==> src/rtl/mult_div_unit.sv <==
// Sequential signed multiply/divide unit.
// Multiply uses radix-2 Booth, 32 iterations. Divide uses restoring division
// on operand magnitudes, 32 iterations, followed by a sign-fix cycle.
//
// state | meaning
// IDLE  | waiting for start; captures operands on an accepted start
// MULT  | one Booth iteration per cycle
// DIV   | one restoring-division quotient bit per cycle
// FIX   | applies quotient/remainder signs, loads hi/lo
// DONE  | done pulse, results visible, returns to IDLE
module mult_div_unit (
    input  logic        clk,
    input  logic        reset,
    input  logic        start,
    input  logic        op,
    input  logic [31:0] A,
    input  logic [31:0] B,
    output logic        busy,
    output logic        done,
    output logic        div_0,
    output logic [31:0] hi,
    output logic [31:0] lo
);

    typedef enum logic [2:0] {
        S_IDLE,
        S_MULT,
        S_DIV,
        S_FIX,
        S_DONE
    } state_t;

    state_t      state_q, state_d;
    logic [5:0]  cnt_q, cnt_d;
    // acc: Booth partial product (33b, sign-extended) or division remainder
    logic [32:0] acc_q, acc_d;
    // q: Booth multiplier shift register or dividend/quotient shift register
    logic [31:0] q_q, q_d;
    // m: sign-extended multiplicand or zero-extended divisor magnitude
    logic [32:0] m_q, m_d;
    logic        qm1_q, qm1_d;
    logic        sa_q, sa_d;
    logic        sb_q, sb_d;
    logic [31:0] hi_q, hi_d;
    logic [31:0] lo_q, lo_d;
    logic        div0_q, div0_d;

    logic [32:0] booth_sum;
    logic [32:0] div_shift;
    logic [32:0] div_diff;
    logic        div_ge;
    logic [31:0] div_rem;
    logic [31:0] a_mag;
    logic [31:0] b_mag;

    // State and datapath registers, all cleared by reset
    always_ff @(posedge clk or negedge reset) begin
        if (!reset) begin
            state_q <= S_IDLE;
            cnt_q   <= '0;
            acc_q   <= '0;
            q_q     <= '0;
            m_q     <= '0;
            qm1_q   <= 1'b0;
            sa_q    <= 1'b0;
            sb_q    <= 1'b0;
            hi_q    <= '0;
            lo_q    <= '0;
            div0_q  <= 1'b0;
        end else begin
            state_q <= state_d;
            cnt_q   <= cnt_d;
            acc_q   <= acc_d;
            q_q     <= q_d;
            m_q     <= m_d;
            qm1_q   <= qm1_d;
            sa_q    <= sa_d;
            sb_q    <= sb_d;
            hi_q    <= hi_d;
            lo_q    <= lo_d;
            div0_q  <= div0_d;
        end
    end

    // Next-state logic and iteration datapath
    always_comb begin
        state_d = state_q;
        cnt_d   = cnt_q;
        acc_d   = acc_q;
        q_d     = q_q;
        m_d     = m_q;
        qm1_d   = qm1_q;
        sa_d    = sa_q;
        sb_d    = sb_q;
        hi_d    = hi_q;
        lo_d    = lo_q;
        div0_d  = div0_q;

        // 33-bit accumulator keeps +2^31 (from subtracting -2^31) representable
        case ({q_q[0], qm1_q})
            2'b01:   booth_sum = acc_q + m_q;
            2'b10:   booth_sum = acc_q - m_q;
            default: booth_sum = acc_q;
        endcase

        // Remainder stays below the divisor, so the 32-bit slice never truncates
        div_shift = {acc_q[31:0], q_q[31]};
        div_ge    = (div_shift >= m_q);
        div_diff  = div_shift - m_q;
        div_rem   = div_ge ? div_diff[31:0] : div_shift[31:0];

        // 0x80000000 negates to itself, which is its correct unsigned magnitude
        a_mag = A[31] ? (~A + 32'd1) : A;
        b_mag = B[31] ? (~B + 32'd1) : B;

        case (state_q)
            S_IDLE: begin
                if (start) begin
                    sa_d   = A[31];
                    sb_d   = B[31];
                    cnt_d  = 6'd32;
                    div0_d = op && (B == 32'd0);
                    acc_d  = '0;
                    qm1_d  = 1'b0;
                    if (!op) begin
                        q_d     = B;
                        m_d     = {A[31], A};
                        state_d = S_MULT;
                    end else if (B != 32'd0) begin
                        q_d     = a_mag;
                        m_d     = {1'b0, b_mag};
                        state_d = S_DIV;
                    end else begin
                        state_d = S_DONE;
                    end
                end
            end
            S_MULT: begin
                acc_d = {booth_sum[32], booth_sum[32:1]};
                q_d   = {booth_sum[0], q_q[31:1]};
                qm1_d = q_q[0];
                cnt_d = cnt_q - 6'd1;
                if (cnt_q == 6'd1) begin
                    hi_d    = booth_sum[32:1];
                    lo_d    = {booth_sum[0], q_q[31:1]};
                    state_d = S_DONE;
                end
            end
            S_DIV: begin
                acc_d = {1'b0, div_rem};
                q_d   = {q_q[30:0], div_ge};
                cnt_d = cnt_q - 6'd1;
                if (cnt_q == 6'd1) begin
                    state_d = S_FIX;
                end
            end
            S_FIX: begin
                lo_d    = (sa_q ^ sb_q) ? (~q_q + 32'd1) : q_q;
                hi_d    = sa_q ? (~acc_q[31:0] + 32'd1) : acc_q[31:0];
                state_d = S_DONE;
            end
            S_DONE: begin
                state_d = S_IDLE;
            end
            default: begin
                state_d = S_IDLE;
            end
        endcase
    end

    assign busy  = (state_q != S_IDLE);
    assign done  = (state_q == S_DONE);
    assign div_0 = div0_q;
    assign hi    = hi_q;
    assign lo    = lo_q;

endmodule

==> config.mk <==
export PLATFORM = sky130hd
export DESIGN_NAME = mult_div_unit
export DESIGN_NICKNAME = d
export VERILOG_FILES = /design/src/rtl/mult_div_unit.sv
export SDC_FILE = /design/constraint.sdc
export NUM_CORES = 1
export LEC_CHECK = 0
export ABC_CLOCK_PERIOD_IN_PS = 4100
export CAP_MARGIN = 20
export CORE_ASPECT_RATIO = 1.75
export CORE_MARGIN = 3
export CORE_UTILIZATION = 40
export DETAILED_ROUTE_END_ITERATION = 10
export SLEW_MARGIN = 20
export SYNTH_ARGS = -nofsm -noshare
export SYNTH_HDL_FRONTEND = slang
export SYNTH_SLANG_ARGS = --single-unit
==> constraint.sdc <==
create_clock -name clk -period 4.1 [get_ports clk]
set_clock_uncertainty 0.15 [all_clocks]
set_input_delay 0.41 -clock clk [delete_from_list [all_inputs] [get_ports clk]]
set_output_delay 0.41 -clock clk [all_outputs]
set_load 0.05 [all_outputs]
==> results by group <==
Placed design
  – Detail Placement HPWL: 53.6 mm
  – Post-place setup slack: -0.224 ns
  – Gpl congestion: 0.994
  – Cells after DPL: 2718
  – IO Port Bufs: 134

Status
  – Status: finished, violations left
  – Failing checks: negative setup slack

Die
  – Site Rows: 94
  – I/O pin count: 135
  – Starting density of the core: 0.408
  – Core Box Area: 37900 µm²
  – Full die area: 41100 µm²
  – Die H: 266 µm
  – Chip Width: 155 µm

Final layout
  – Nets: 2411
  – Multi-input logic area: 10700 µm²
  – N_diodes: 0
  – Fillcell total: 3721
  – Layout area overhead: 28.8%
  – Final core occ: 0.526
  – Fin cells: 2761
  – Register area: 4380 µm²
  – Share of cells above drive strength 1: 0.172

STA
  – Max-slew violations: 0
  – Worst slew margin relative to its limit: 0.327
  – Worst slew pin tran: 1.01 ns
  – Fin crit period: 4.17 ns
  – Hold Violations, Final: 0
  – Tcrit/Tclk final: 1.02
  – Post-route setup slack: -0.0703 ns
  – RSZ-0062 raised after global routing: true
  – Fmax: 0.240 GHz
  – Endpoints failing setup: 8

Setup path
  – R2R setup slack: -0.07 ns
  – Critical path fanouts, max: 4
  – Crit path DAT: 4.41 ns
  – Critical Path Sink Type: register
  – Critical Path Start Type: register
  – Critical path required time: 4.34 ns
  – Worst setup path category: reg -> reg

Clock network
  – Clock Sinks: 175
  – H-tree levels: 4
  – CTS root buf: clkbuf_16
  – TritonCTS Buffers: 17
  – TritonCTS clock tree: built
  – Clock slew seen by the registers of the worst setup and hold paths: 0.08 ns
  – CTS Buffer Depth: 2
  – Worst skew pair latency: 0.46 ns

Job
  – Max-cap violations: 0

Global routing
  – Total track usage: 0.320
  – Pin count of the biggest net entering global routing: 75
  – Initial antenna violation count: 0
  – Busiest grt layer: met2
  – M1 GR Usage: 0.287
  – Met2 GRT Util: 0.597
  – Vias in the first global route: 16.6k
  – Global-route wire length before repair: 99.3 mm
  – GRT met3 Usage: 0.0359
  – Congestion Overflow GR: 0

Synth
  – Register area share after synthesis: 0.283
  – Most area-hungry cell type in the Yosys netlist: dfrtp_1
  – Most common cell in the netlist: nand2_1
  – Synth warnings: 0
  – Post-synth ARST share: 1.00
  – Yosys top cell area share: 0.283
  – Synth Net Count: 2134
  – Synthesized area: 15500 µm²
  – Seq cells post-synth: 175
  – Synthesized instance count: 1991
  – Ys flop type: dfrtp_1
  – Avg Inst Size Synth: 7.77 µm²
  – Commonest cells in the netlist: nand2_1 (260), o21ai_0 (201), nor2_1 (176)
  – Netlist cell types: 68
  – Post-synth EDFFs: 0
  – Top post-synthesis cells by area: dfrtp_1 (28%), o21ai_0 (6.5%), nand2_1 (6.3%), xnor2_1 (6.1%), ha_1 (5.9%)

Routing
  – Vias/cell: 5.95
  – First-pass iteration count of the detailed router: 8
  – Via count: 16.4k
  – Drt total wl: 66.6 mm
  – Initial DRC Count: 958
  – DRC: 0
  – Avg WL per Cell: 24.1 µm
  – ANT nets after route: 0

Min path
  – Hold crit path type: reg -> reg
-- worst paths after layout --
kind | from | cells after the start | to
setup / recovery | m_q[4]$_DFFE_PN0P_ | 16 | hi[31]$_DFFE_PN0P_
hold / removal | m_q[32]$_DFFE_PN0P_ | 2 | m_q[32]$_DFFE_PN0P_
setup reg to reg | m_q[4]$_DFFE_PN0P_ | 16 | hi[31]$_DFFE_PN0P_
hold reg to reg | m_q[32]$_DFFE_PN0P_ | 2 | m_q[32]$_DFFE_PN0P_
max in group asynchronous | reset | 3 | acc_q[10]$_DFFE_PN0P_
min in group asynchronous | reset | 2 | hi[14]$_DFFE_PN0P_
-- cells by family after synthesis --
family | share of synthesized area
fa+ha+maj | 0.0617
compound gates | 0.271
buf+inv | 0.0511
simple gates | 0.186
flops | 0.283
mux | 0.0316
xor+xnor | 0.116
-- per-layer routing --
| layer | wire, µm | share of wire | vias to the layer above |
|---|---|---|---|
| met5 | 0 | 0 | - |
| met4 | 8310 | 0.12 | 0 |
| met3 | 1980 | 0.030 | 259 |
| met2 | 35200 | 0.53 | 543 |
| met1 | 21100 | 0.32 | 7830 |
| li1 | - | - | 7795 |
-- what timing repair did --
item / 4_1_cts / 5_1_grt
setup endpoints to repair: 23 / 52
buffers inserted: 2 / 8
resized for setup: 22 / 59
hold endpoints to repair: 68 / 0
hold buffers: 1 / 0
pin swaps: 6 / 23
-- cell type report --
type | instances | share of cell area
timing repair buffer | 397 | 0.170
inverter | 66 | 0.0124
clock inverter | 14 | 0.00929
multi-input combinational | 1611 | 0.537
sequential | 175 | 0.220
clock buffer | 18 | 0.0220
tap | 480 | 0.0301
-- metrics by stage --
step	setup TNS, ns	hold WS, ns	instance area, µm²
detailed placement	-1.86	0.322	18900
finish	-0.168	0.336	19900
global route	-4.03	0.368	19900
CTS	-0.405	0.340	19700
global placement	-1.04	0.313	18900
floorplan	0	-0.0356	15500
-- cells in the final DEF (no fill, tap or decap), drive strengths merged, types with 9 or more instances in the layout --
cell type	instances
o21a	13
o41ai	18
clkbuf	18
xnor2	108
a21oi	104
nor3	28
a221oi	28
a21o	33
a222oi	10
o221ai	12
ha	73
nand2b	15
or2	10
o211ai	10
or3	23
a31oi	67
xor2	96
nand3	35
a22oi	18
o21bai	9
a211oi	35
nand2	262
nor2	178
clkdlybuf4s50	132
o31ai	39
nand4	19
or4	18
mux2i	42
buf	264
o21ai	203
dfrtp	175
and2	9
inv	72
-- registers in the layout (all words and copies together) (netlist names) --
| signal | count |
|---|---|
| acc_q | 33 |
| cnt_q | 6 |
| div_0 | 1 |
| hi | 32 |
| lo | 32 |
| m_q | 33 |
| q_q | 32 |
| qm1_q | 1 |
| sa_q | 1 |
| sb_q | 1 |
| state_q | 3 |
-- worst max-delay path, cell delays in order (launching register included) --
cell and delay, ns:
dfrtp_1 0.40, or3_4 0.43, nor3b_4 0.27, a21oi_1 0.12
xnor2_1 0.15, ha_1 0.36, a21oi_2 0.18, nand2_1 0.08
a221oi_1 0.28, buf_4 0.17, o21a_1 0.19, a21oi_2 0.10
o21ai_2 0.17, a21oi_1 0.08, or3b_4 0.40, or4_1 0.50
nand3_1 0.09
Power is left out: the tool's default activity adds up to more than one toggle a clock period on the data nets, which glitch-free logic cannot reach.
